### src/rtl/grid_clear_ctrl_pkg.sv
// Shared definitions for the 4x3 grid line-clear controller.
// Holds the FSM state encoding, grid geometry constants and row helpers,
// including the row-removal shift used when a full row is cleared.
package grid_clear_ctrl_pkg;

  localparam int unsigned GRID_W = 12;
  localparam int unsigned ROW_W  = 4;
  localparam int unsigned ROWS   = 3;

  typedef enum logic [1:0] {
    ST_IDLE  = 2'd0,
    ST_CHECK = 2'd1,
    ST_CLEAR = 2'd2,
    ST_DONE  = 2'd3
  } state_e;

  // Bit offset of a row inside the grid word (row 0 is the top row).
  function automatic int unsigned row_lsb(input int unsigned row);
    return row * ROW_W;
  endfunction

  function automatic logic [ROW_W-1:0] get_row(input logic [GRID_W-1:0] g,
                                               input int unsigned      row);
    return g[row_lsb(row) +: ROW_W];
  endfunction

  // Remove the row selected by one-hot sel: rows above it drop by one,
  // the top row empties, rows below it are untouched.
  function automatic logic [GRID_W-1:0] clear_row(input logic [GRID_W-1:0] g,
                                                  input logic [ROWS-1:0]   sel);
    logic [GRID_W-1:0] r;
    r = g;
    for (int unsigned k = 0; k < ROWS; k++) begin
      if (sel[k]) begin
        r[row_lsb(0) +: ROW_W] = '0;
        for (int unsigned i = 1; i <= k; i++) begin
          r[row_lsb(i) +: ROW_W] = get_row(g, i - 1);
        end
      end
    end
    return r;
  endfunction

endpackage

### src/rtl/detect_full.sv
// Full-row detector for the 4x3 grid.
// Ports: grid (in, 12) current grid; full_c (out, 3) one-hot of the
// highest-priority full row, top row winning; zero when no row is full.
module detect_full
  import grid_clear_ctrl_pkg::*;
(
  input  logic [GRID_W-1:0] grid,
  output logic [ROWS-1:0]   full_c
);

  logic found;

  // Scan top to bottom and keep only the first full row.
  always_comb begin
    full_c = '0;
    found  = 1'b0;
    for (int unsigned i = 0; i < ROWS; i++) begin
      if (!found && (&get_row(grid, i))) begin
        full_c[i] = 1'b1;
        found     = 1'b1;
      end
    end
  end

endmodule

### src/rtl/grid_clear_ctrl.sv
// Placement / line-clear sequencer for the 4x3 occupancy grid.
// Ports: clk, rst_n (async active-low); place_valid/place_mask/place_ready
// placement handshake; flush synchronous grid/score clear; grid current
// grid; collision and done one-cycle pulses; lines_last rows cleared by the
// last completed placement; score saturating total of cleared rows.
module grid_clear_ctrl
  import grid_clear_ctrl_pkg::*;
#(
  parameter int unsigned SCORE_W = 8
) (
  input  logic               clk,
  input  logic               rst_n,
  input  logic               place_valid,
  input  logic [GRID_W-1:0]  place_mask,
  output logic               place_ready,
  input  logic               flush,
  output logic [GRID_W-1:0]  grid,
  output logic               collision,
  output logic               done,
  output logic [1:0]         lines_last,
  output logic [SCORE_W-1:0] score
);

  state_e              state_q, state_d;
  logic [GRID_W-1:0]   grid_d;
  logic [ROWS-1:0]     sel_q, sel_d;
  logic [1:0]          cnt_q, cnt_d;
  logic [SCORE_W-1:0]  score_d;
  logic [1:0]          lines_d;
  logic                done_d, coll_d;
  logic [ROWS-1:0]     full_c;

  detect_full u_detect (
    .grid   (grid),
    .full_c (full_c)
  );

  // State and registered outputs.
  always_ff @(posedge clk or negedge rst_n) begin
    if (!rst_n) begin
      state_q     <= ST_IDLE;
      grid        <= '0;
      sel_q       <= '0;
      cnt_q       <= '0;
      score       <= '0;
      lines_last  <= '0;
      done        <= 1'b0;
      collision   <= 1'b0;
      place_ready <= 1'b1;
    end else begin
      state_q     <= state_d;
      grid        <= grid_d;
      sel_q       <= sel_d;
      cnt_q       <= cnt_d;
      score       <= score_d;
      lines_last  <= lines_d;
      done        <= done_d;
      collision   <= coll_d;
      place_ready <= (state_d == ST_IDLE);
    end
  end

  // Next-state and next-output logic; flush overrides everything.
  always_comb begin
    state_d = state_q;
    grid_d  = grid;
    sel_d   = sel_q;
    cnt_d   = cnt_q;
    score_d = score;
    lines_d = lines_last;
    done_d  = 1'b0;
    coll_d  = 1'b0;

    case (state_q)
      ST_IDLE: begin
        if (place_valid && place_ready) begin
          if ((place_mask & grid) != '0) begin
            coll_d = 1'b1;
          end else begin
            grid_d  = grid | place_mask;
            cnt_d   = '0;
            state_d = ST_CHECK;
          end
        end
      end
      ST_CHECK: begin
        if (full_c == '0) begin
          done_d  = 1'b1;
          state_d = ST_DONE;
        end else begin
          sel_d   = full_c;
          state_d = ST_CLEAR;
        end
      end
      ST_CLEAR: begin
        grid_d = clear_row(grid, sel_q);
        cnt_d  = cnt_q + 2'd1;
        if (score != '1) begin
          score_d = score + SCORE_W'(1);
        end
        state_d = ST_CHECK;
      end
      ST_DONE: begin
        lines_d = cnt_q;
        state_d = ST_IDLE;
      end
      default: state_d = ST_IDLE;
    endcase

    if (flush) begin
      state_d = ST_IDLE;
      grid_d  = '0;
      cnt_d   = '0;
      score_d = '0;
      lines_d = '0;
      done_d  = 1'b0;
      coll_d  = 1'b0;
    end
  end

endmodule

### config.mk
export PLATFORM = sky130hd
export DESIGN_NAME = grid_clear_ctrl
export DESIGN_NICKNAME = d
export VERILOG_FILES = /design/src/rtl/grid_clear_ctrl_pkg.sv /design/src/rtl/detect_full.sv /design/src/rtl/grid_clear_ctrl.sv
export SDC_FILE = /design/constraint.sdc
export NUM_CORES = 1
export LEC_CHECK = 0
export ABC_AREA = 1
export BUFFER_PORTS_ARGS = -buffer_cell sky130_fd_sc_hd__buf_2
export CORE_ASPECT_RATIO = 0.9
export CORE_UTILIZATION = 45
export DETAILED_ROUTE_END_ITERATION = 6
export HOLD_SLACK_MARGIN = 0.12
export PLACE_DENSITY = 0.69
export SYNTH_ARGS = -nofsm -noshare
export SYNTH_HDL_FRONTEND = slang
export SYNTH_SLANG_ARGS = --single-unit
### constraint.sdc
create_clock -name clk -period 1.6 [get_ports clk]
set_input_delay 0.24 -clock clk [delete_from_list [all_inputs] [get_ports clk]]
set_output_delay 0.24 -clock clk [all_outputs]
set_load 0.005 [all_outputs]
# --- After elaboration in Yosys (flattened, before gate mapping) ---
# Cells that the tools add are included.
# W data, S select, Z words.
totals:
  register_bits: 32
  inputBits: 16
  output_inout_bits: 25
classes:
  addsub: 2
  eq_ne: 9
  n_mux: 32
  bitwise_logic: 3
  n_reduce_logical: 22
op_table:
  columns: ["cell", "n"]
  rows:
  - ["$mux W12", 4]
  - ["$mux W8", 4]
  - ["$pmux W12 S2", 1]
  - ["$reduce_and A4 Y1", 6]
  - ["$mux W2", 8]
  - ["$and A12 B12 Y12", 1]
  - ["$mux W1", 12]
  - ["$or A12 B12 Y12", 1]
  - ["$reduce_bool A12 Y1", 1]
  - ["$ne A3 B3 Y1 const B", 3]
  - ["$add A8 B1 Y8 const B", 1]
  - ["$ne A8 B8 Y1 const B", 1]
  - ["$pmux W2 S4", 1]
  - ["$reduce_bool A2 Y1", 3]
  - ["$ne A5 B5 Y1 const B", 1]
  - ["$eq A2 B2 Y1 const B", 2]
  - ["$logic_not A2 Y1", 2]
  - ["$mux W4", 1]
  - ["$ne A4 B4 Y1 const B", 1]
  - ["$pmux W2 S2", 1]
  - ["$reduce_and A2 Y1", 2]
  - ["$logic_and A1 B1 Y1", 3]
  - ["$logic_not A3 Y1", 1]
  - ["$reduce_and A3 Y1", 1]
  - ["other kinds (5)", 6]

# --- Longest topological paths before layout ---
# Gate-level depths: netlist of the first run.
logic_depth:
  ltp_word: 13
  depth_mapped: 9

# --- Modules after synthesis ---
# A second synthesis of the first run with hierarchy kept.
hier_totals:
  cells_unflattened: 253
  hier_area_um2: 1820.5
modules_own_cells:
  columns: ["mod", "n_inst", "cells_each", "area_each_um2", "seq_area_each_um2"]
  rows:
  - ["grid_clear_ctrl", 1, 238, 1745.4, 802.0]
  - ["detect_full", 1, 15, 75.1, 0.0]

# --- Worst setup path after synthesis of the first run ---
# No wires, ideal clock.
synth_timing:
  path_type: "register to register"
  start: "register score[0]"
  end: "register score[6]"
  t_arrival_ps: 1206
  required_time_ps: 1481
  path_slack_ps: 275
  stages_incl_launch_ff: 8
  path_buffers: 1
  synth_period_minus_slack_ps: 1325
  path_cell_list: "dfrtp_1 > ha_1 > nand2_1 > inv_1 > nand3_4 > nand2_2 > buf_6 > o21a_1"
synth_via:
  elab_chain_cells: 4
synth_rtl:
  columns: ["item", "line", "text"]
  rows:
  - ["start, declared", "grid_clear_ctrl.sv:21", "output logic [SCORE_W-1:0] score"]
  - ["start signal, assigned", "grid_clear_ctrl.sv:55", "score <= score_d;"]
  - ["$add A8 B1 Y8", "grid_clear_ctrl.sv:99", "score_d = score + SCORE_W'(1);"]
  - ["$mux W8", "grid_clear_ctrl.sv:98", "if (score != '1) begin"]
  - ["$mux W8", "grid_clear_ctrl.sv:74", "case (state_q)"]
  - ["$mux W8", "grid_clear_ctrl.sv:110", "if (flush) begin"]
# Parallel ways exist; a longest one is shown, timed or not. The select of a mux whose other input is x is not followed.
# A chain may end at the register's enable or synchronous reset.

# --- Worst setup path in the final report of the first run ---
layout_timing:
  start: "register grid[10]"
  end: "register grid[8]"
layout_via:
  elab_chain_cells: 4
layout_rtl:
  columns: ["item", "line", "text"]
  rows:
  - ["start, declared", "grid_clear_ctrl.sv:17", "output logic [GRID_W-1:0] grid,"]
  - ["start signal, assigned", "grid_clear_ctrl.sv:52", "grid <= grid_d;"]
  - ["$and A12 B12 Y12", "grid_clear_ctrl.sv:77", "if ((place_mask & grid) != '0) begin"]
  - ["$reduce_bool A12 Y1", "grid_clear_ctrl.sv:77", null]
  - ["$ne A3 B3 Y1 (no source line)", null, null]
  - ["$reduce_and A4 Y1 (no source line)", null, null]
# Every way passes these cells.

==> metrics.yaml, run 1 <==
status: "completed"
ant_nets: 0
coreArea_um2: 3810
cts-root-buf: "clkbuf_8"
placed_cells: 350
route.vias.total: 1831
start_util: 0.480
ys_ff_latch: 32
cts.sinks: 32
fmax_ghz: 0.685
viasPerCell: 5.09
die_w_um: 69.2
ir_worst_vdd_mv: 0.676
final_cells: 360
port_buffers: 40
htreeDepth: 2
die_area_um2: 4320
setup_tns_ns: 0
layout_common_cells: "nand2_1 (95), buf_2 (40), nor2_1 (33)"
gp_congestion: 0.840
synth.yosys.seq_area_share: 0.439
maxSlewViolCount: 0
tightest_slew_ns: 0.412
synth.net_count: 272
grt_usage: 0.231
firstDrtPassIters: 4
dr.first_iter.drc_count: 111
worstPathRequired_ns: 1.79
cp-end-kind: "flip-flop"
max_cap_viol_count: 0
cts_buffer_depth: 2
nFillCells: 363
routed_wl_um: 4480
netlist_top_cells_area: "dfrtp_1 (42%), nand2_1 (20%), nor2_1 (6.8%)"
die_h_um: 62.5
clock_latency_ns: 0.29
yosysUniqueCellTypes: 24
final_nets: 330
synthesis.area_um2: 1830
finClkSkew_ns: 0.0135
powerDensity_nw_per_um2: 1430
netlist.area_leader.share: 0.424
rows: 21
drc: 0
overflow: 0
start_kind: "flip-flop"
hold_violations: 0
syn_area_per_cell_um2: 7.17
numCtsBuffers: 5
setup_viol: 0
p_leak_nw: 1.30
final_common_cell: "nand2_1"
slew_headroom: 0.725
synth_cells: 255
cp.arrival_ns: 1.65
fin_crit_sh: 0.912
clkSlewWorstSetupHoldPaths_ns: 0.08
synth_top_area_cell: "dfrtp_1"
antenna_found_initial: 0
areaGrowthSynthToFinish_pct: 27.5
grt_pass1_vias: 1715
grt_pass1_wl_um: 7930
drive_above_1_share: 0.271
ys_warn_count: 0
hp-class: "input port to flip-flop"
cts_tree: "done"
crit_path_max_fanout: 9
grt_max_degree: 18
diodes: 0
io_pins: 41
final.min_clock_period_ns: 1.46
avgRoutedWirePerCell_um: 12.4
path_class: "flip-flop to flip-flop"
hpwl_um: 3410
## cells by family (layout without fill, tap and decap cells)
family | count (synthesis) | after routing | synth area share
AND/OR/NAND/NOR | 168 | 168 | 0.395
XOR/XNOR | 3 | 3 | 0.0144
buffers and inverters | 28 | 87 | 0.0732
flip-flops | 32 | 32 | 0.439
AO/OA/AOI/OAI | 23 | 23 | 0.0719
adder cells (fa/ha/maj) | 1 | 1 | 0.00684
## final timing paths
kind / from / end / slack, ns / cells after the start
setup reg to reg: grid[10] / grid[8] / 0.14 / 8
max in group asynchronous: rst_n / place_ready / 0.68 / 3
setup / recovery: grid[10] / grid[8] / 0.14 / 8
hold reg to reg: sel_q[1] / sel_q[1] / 0.47 / 2
hold / removal: place_valid / collision / 0.21 / 3
min in group asynchronous: rst_n / grid[9] / 0.41 / 2
## critical path: stages, from the launching register on
cell and delay, ns:
dfrtp_1 0.42, nand2_1 0.08, nand2_1 0.05, nor2_1 0.17
nand3_2 0.15, nand2_4 0.16, nand3_1 0.17, nand2_1 0.10
nand2_1 0.05
## report_power, final
group	switching [mW]	internal (mW)	total (mW)
logic	0.764	0.542	1.31
clock network	0.315	0.550	0.864
registers	0.149	1.01	1.16
## registers in the layout (all words and copies together), names as in the netlist
signal and flops:
collision 1, cnt_q 2, place_ready 1, score 8, lines_last 2, grid 12, done 1, sel_q 3
state_q 2
## synth_stat cells, drive strengths merged
master / number
nand3: 16
dfstp: 1
clkinv: 1
inv: 21
o21ai: 15
ha: 1
nand2: 100
o21bai: 1
buf: 6
nand4: 14
a21oi: 6
dfrtp: 31
nor2: 37
nor3: 1
o21a: 1
xor2: 3
## layer usage
layer  share of wire  vias up  global-route usage
met1            0.47      822               0.315
met3           0.056       11              0.0484
met5               0        -                   0
met2            0.45       68               0.348
li1                -      930                   -
met4           0.021        0               0.110
## what timing repair did
action,4_1_cts,5_1_grt
resized for setup,0,6
hold buffers,1,0
setup buffers,0,1
setup endpoints to repair,0,15
hold endpoints to repair,15,0
## area by class of cell
| cell class | count | area [um^2] | area share |
|---|---|---|---|
| repair buffers | 57 | 343 | 0.147 |
| flip-flops and latches | 32 | 803 | 0.345 |
| multi-input cells | 195 | 917 | 0.393 |
| well taps | 46 | 57.6 | 0.0247 |
| clock buffers | 7 | 96.3 | 0.0413 |
| inverters | 22 | 83.8 | 0.0360 |
| clock inverters | 1 | 30.0 | 0.0129 |
## per-stage QoR
stage          total power, mW   util  hold slack, ns  setup slack, ns  area (um^2)
3_3_place_gp              2.41  0.567           0.198           0.0909         2160
6_report                  3.33  0.612           0.211            0.140         2330
2_1_floorplan             1.86      -         -0.0556            0.275         1830
5_1_grt                   3.59  0.612           0.231         -0.00212         2330
4_1_cts                   3.29  0.603           0.205           0.0363         2300
3_5_place_dp              2.42  0.567           0.200           0.0689         2160
Note: power is estimated with default switching activity, not from simulation.
==> run 2, diff against run 1 <==
--- a/config.mk
+++ b/config.mk
@@ -6,12 +6,12 @@
 export NUM_CORES = 1
 export LEC_CHECK = 0
 export ABC_AREA = 1
-export BUFFER_PORTS_ARGS = -buffer_cell sky130_fd_sc_hd__buf_2
 export CORE_ASPECT_RATIO = 0.9
 export CORE_UTILIZATION = 45
 export DETAILED_ROUTE_END_ITERATION = 6
+export DONT_BUFFER_PORTS = 1
 export HOLD_SLACK_MARGIN = 0.12
-export PLACE_DENSITY = 0.69
+export PLACE_DENSITY = 0.61
 export SYNTH_ARGS = -nofsm -noshare
 export SYNTH_HDL_FRONTEND = slang
 export SYNTH_SLANG_ARGS = --single-unit
==> run 2 against run 1 <==
Compared with the run above: sequential power decreased by 4%; sequential share of layout area rose by 1.8 points; maximum frequency decreased by 3.8%; first-iteration DRC count up 9.0%; global-route usage down 0.072 points; critical path depth is 1 lower; non-clock buffer count decreased by 31; critical path type unchanged.
==> metrics.yaml, run 2 (synthesized netlist as in run 1, its figures left out) <==
slew_headroom: 0.762
worstPathRequired_ns: 1.78
crit_path_max_fanout: 11
finalInstanceArea_um2: 2220
path_class: "flip-flop to flip-flop"
regMostFlops: "grid"
ant_nets: 0
post-route-util: 0.582
place_area_um2: 1990
start_kind: "flip-flop"
cts.sinks: 32
total_power_mw: 3.26
start_util: 0.480
overflow: 0
status: "completed"
route.vias.total: 1729
hpwl_um: 3260
drive_above_1_share: 0.190
cts_buffer_depth: 2
drc: 0
crit_family: "simple AND/OR/NAND/NOR gates"
crit_buf_inv: 1
port_buffers: 0
multi_input_area_um2: 933
antenna_found_initial: 0
cts_tree: "done"
met2_wirelength_um: 2040
intPower_mw: 2.05
viasPerCell: 5.24
hold_path_startpoint: "place_valid"
max_cap_viol_count: 0
dr.first_iter.drc_count: 121
final_common_cell: "nand2_1"
die_h_um: 62.5
wl_met1_um: 2190
fin_crit_sh: 0.949
tightest_slew_ns: 0.356
setup_viol: 0
coreArea_um2: 3810
comb_power_share: 0.396
rows: 21
seqPwrFrac: 0.341
layout_common_cells: "nand2_1 (95), nor2_1 (33), dfrtp_1 (30)"
grt_pass1_vias: 1616
grt_max_degree: 33
finClkSkew_ns: 0.00608
path_cells: "nor2_1 > nand2_1 > nand2_1 > nand2_2 > buf_4 > nand4_1 > nand2_1"
final.min_clock_period_ns: 1.52
clock_latency_ns: 0.29
die_w_um: 69.2
r2r_start: "state_q[1]"
grt_pass1_wl_um: 7780
crit_start: "state_q[1]"
reg_top3: "grid: 12 flops, score: 8 flops, sel_q: 3 flops"
powerDensity_nw_per_um2: 1470
routed_wl_um: 4520
largest_reg_flops: 12
crit_top_cell: "nand2_1"
p_sw_mw: 1.21
htreeDepth: 2
avgRoutedWirePerCell_um: 13.7
maxSlewViolCount: 0
numCtsBuffers: 5
p_leak_nw: 1.17
fmax_ghz: 0.659
cts-root-buf: "clkbuf_8"
ir_worst_vdd_mv: 0.758
cp.arrival_ns: 1.70
p_clk_frac: 0.263
wl_met3_um: 270
firstDrtPassIters: 4
die_area_um2: 4320
grt_usage: 0.230
gp_congestion: 0.840
diodes: 0
cpMaxStageDelayCell: "dfrtp_1"
switching_share: 0.371
regArea_um2: 803
clkSlewWorstSetupHoldPaths_ns: 0.07
hp-class: "input port to flip-flop"
slowest_delay_ns: 0.44
maxUsedRoutingLayer: "met4"
areaGrowthSynthToFinish_pct: 21.3
hold_violations: 0
cp-end-kind: "flip-flop"
final_nets: 300
nFillCells: 369
io_pins: 41
[run 2: per-layer routing]
metal,vias to the layer above,global-route usage
li1,876,-
met1,806,0.328
met2,45,0.334
met3,2,0.0790
met4,0,0.0561
met5,-,0
[run 2: repair_timing]
item                                   4_1_cts  5_1_grt
gates resized for setup                      0        8
hold buffers                                 3        0
buffers inserted                             0        2
endpoints found under the hold margin       36        0
setup endpoints to repair                    0       15
[run 2: power groups by stage]
stage	clock network (mW)	registers, mW	logic [mW]
2_1_floorplan	0	1.22	0.641
3_3_place_gp	0	1.11	1.15
3_5_place_dp	0	1.12	1.16
4_1_cts	0.874	1.11	1.20
5_1_grt	0.910	1.14	1.47
6_report	0.858	1.11	1.29
[run 2: worst register-to-register path, delay by kind of cell (launching register included)]
family	cells	cell delay [ns]
and+or+nand+nor	6	0.76
buffers and inverters	1	0.21
DFF	1	0.44
[run 2: cell type report]
type	instances	area share
Multi-Input combinational cell	196	0.421
Timing Repair Buffer	26	0.0959
Clock buffer	7	0.0435
Tap cell	46	0.0260
Sequential cell	32	0.362
Inverter	22	0.0378
Clock inverter	1	0.0135
[run 2: path summary, 6_finish.rpt]
check / slack (ns) / to / depth (start not counted)
max: 0.08 / grid[5] / 7
min: 0.13 / collision / 2
min in group asynchronous: 0.43 / sel_q[0] / 2
min reg2reg: 0.48 / sel_q[1] / 2
max reg2reg: 0.08 / grid[5] / 7
max in group asynchronous: 0.92 / place_ready / 2
[run 2: metrics by stage]
stage | hold WS [ns] | setup WS (ns) | instances | setup TNS [ns]
finish | 0.130 | 0.0822 | 330 | 0
global route | 0.146 | -0.00803 | 330 | -0.00803
CTS | 0.136 | 0.124 | 327 | 0
detailed placement | -0.0545 | 0.142 | 316 | 0
global placement | -0.0544 | 0.124 | 316 | 0
floorplan | -0.0556 | 0.275 | 255 | 0
==> run 3, diff against run 2 <==
--- a/config.mk
+++ b/config.mk
@@ -5,7 +5,7 @@
 export SDC_FILE = /design/constraint.sdc
 export NUM_CORES = 1
 export LEC_CHECK = 0
-export ABC_AREA = 1
+export ABC_AREA = 0
 export CORE_ASPECT_RATIO = 0.9
 export CORE_UTILIZATION = 45
 export DETAILED_ROUTE_END_ITERATION = 6
@@ -14,4 +14,5 @@
 export PLACE_DENSITY = 0.61
 export SYNTH_ARGS = -nofsm -noshare
 export SYNTH_HDL_FRONTEND = slang
+export SYNTH_HIERARCHICAL = 1
 export SYNTH_SLANG_ARGS = --single-unit
==> run 3 against run 2 <==
Compared with the run above: synthesized area down 2.5%; sequential power is essentially flat; sequential share of layout area shrank 0.94 points.
==> metrics.yaml, run 3 <==
cts_tree: "done"
netlist.area_leader.share: 0.435
start_util: 0.474
yosysUniqueCellTypes: 52
grt_usage: 0.246
rows: 21
final.min_clock_period_ns: 1.57
synth.yosys.seq_area_share: 0.450
grt_pass1_vias: 1456
crit_family: "compound AO/OA/AOI/OAI gates"
routed_wl_um: 4710
hold_path_startpoint: "flush"
r2r_slack_ns: 0.03
route.vias.total: 1550
crit_buf_inv: 1
path_class: "flip-flop to flip-flop"
ir_worst_vdd_mv: 0.831
post-route-util: 0.607
coreArea_um2: 3760
yosysMostFrequentCell: "dfrtp_1"
r2r-end: "cnt_q[1]"
layout_common_cells: "dfrtp_1 (29), buf_4 (27), nand2_1 (22)"
start_kind: "flip-flop"
final_nets: 228
avgRoutedWirePerCell_um: 18.3
gp_congestion: 0.867
antenna_found_initial: 0
r2r_start: "grid[6]"
slew_headroom: 0.494
viasPerCell: 6.01
clock_latency_ns: 0.29
cp-end-kind: "flip-flop"
diodes: 0
pre_cts_ws_ns: -0.0133
setup_viol: 0
reg_top3: "grid: 12 flops, score: 8 flops, sel_q: 3 flops"
die_h_um: 61.7
cts_buffer_depth: 2
htreeDepth: 2
cp.arrival_ns: 1.75
async_reset_ff_frac: 1.00
io_pins: 41
firstDrtPassIters: 4
numCtsBuffers: 5
synth.net_count: 186
grt_pass1_wl_um: 7330
fin_crit_sh: 0.979
die_area_um2: 4220
finClkSkew_ns: 0.00864
syn_area_per_cell_um2: 10.5
synth_edf_count: 0
crit_path_max_fanout: 7
fin_hold_ws_ns: 0.159
nFillCells: 335
final_common_cell: "dfrtp_1"
tightest_slew_ns: 0.756
cpMaxStageDelayCell: "dfrtp_1"
cts-root-buf: "clkbuf_8"
maxSlewViolCount: 0
largest_reg_flops: 12
port_buffers: 0
final_cells: 258
path_cells: "a22o_1 > a221oi_4 > buf_4 > nand4_4 > a31o_1"
synth_top_area_cell: "dfrtp_1"
netlist_top_cells_area: "dfrtp_1 (44%), nand2_1 (4.6%), mux2i_1 (4.5%)"
ys_warn_count: 6
p_leak_nw: 1.03
worstPathRequired_ns: 1.79
slowest_delay_ns: 0.44
timing.final.ws_setup_ns: 0.0344
ant_nets: 0
max_cap_viol_count: 0
rsz0062_at_grt: "yes"
synth_cells: 169
fmax_ghz: 0.639
whs_endpoint: "grid[2]"
die_w_um: 68.3
areaGrowthSynthToFinish_pct: 27.9
total_power_mw: 2.77
hp-class: "input port to flip-flop"
hold-path-cell-count: 3
reg2reg_depth: 5
status: "completed"
drc: 0
ys.flop_type: "dfrtp_1"
grt_max_degree: 33
dr.first_iter.drc_count: 63
clkSlewWorstSetupHoldPaths_ns: 0.07
synthesis.area_um2: 1780
hpwl_um: 3160
powerDensity_nw_per_um2: 1220
ys_ff_latch: 32
regMostFlops: "grid"
placed_cells: 226
hold_violations: 0
yosys-top-cells-count: "dfrtp_1 (31), nand2_1 (22), o22ai_1 (12), a21oi_1 (8), mux2i_1 (8)"
drive_above_1_share: 0.292
overflow: 0
cts.sinks: 32
-- run 3: changes by cell type in the layout (fill, tap and decap cells not counted), moves of 11 or more --
cell,delta
nand4_1,-11
nor2_1,-31
nand2_1,-73
dlygate4sd3_1,+11
inv_1,-17
o22ai_1,+11
-- run 3: how the worst max path moves through the flow --
| stage | from | slack (ns) | cells past startpoint | end |
|---|---|---|---|---|
| after CTS | state_q[1] | 0.0007 | 4 | score[7] |
| after global placement | score[0] | 0.05 | 5 | score[4] |
| after floorplan | score[0] | 0.04 | 5 | score[4] |
| after detailed placement | place_ready | -0.01 | 4 | grid[11] |
| after global routing | grid[7] | -0.04 | 4 | grid[9] |
| final | grid[6] | 0.03 | 5 | cnt_q[1] |
-- run 3: cell type report --
cell class                      instances  area [um^2]  share of cell area
Clock buffer                            6         82.6              0.0362
Clock inverter                          2         10.0             0.00439
Inverter                                2         7.51             0.00329
Multi-Input combinational cell        129          965               0.423
Sequential cell                        32          805               0.353
Tap cell                               46         57.6              0.0252
Timing Repair Buffer                   41          353               0.155
-- run 3: what timing repair did --
| item | 4_1_cts | 5_1_grt |
|---|---|---|
| hold buffers | 14 | 0 |
| endpoints found under the hold margin | 56 | 0 |
| buffers inserted | 1 | 9 |
| pin swaps | 1 | 4 |
| setup endpoints to repair | 7 | 22 |
| gates resized for setup | 1 | 8 |
-- run 3: per-stage QoR --
step | setup TNS (ns) | area, um^2
global route | -0.101 | 2280
global placement | 0 | 1930
detailed placement | -0.0272 | 1930
finish | 0 | 2280
CTS | 0 | 2180
floorplan | 0 | 1780
-- run 3: where the power goes --
group / internal [mW] / switching [mW] / total (mW) / leakage [nW]
clock network: 0.343 / 0.313 / 0.656 / 0.0510
logic: 0.510 / 0.468 / 0.977 / 0.540
registers: 0.951 / 0.186 / 1.14 / 0.435
-- run 3: cell families after synthesis --
kind of cell             count (synthesis)  synth area share
AO/OA/AOI/OAI                           52             0.225
buffers and inverters                    8            0.0274
adder cells (fa/ha/maj)                  1           0.00702
multiplexers                             9            0.0513
flip-flops                              32             0.450
XOR/XNOR                                 1           0.00492
AND/OR/NAND/NOR                         66             0.235
-- run 3: routing by layer --
layer,vias up,share of wire,global-route usage
li1,734,-,-
met1,753,0.45,0.331
met2,56,0.46,0.363
met3,7,0.069,0.0803
met4,0,0.013,0.104
met5,-,0,0
-- run 3: tightest hold or removal path, cell delays in order --
cell	delay, ns
a21oi_2	0.05
nand2_1	0.07
o21ai_1	0.05
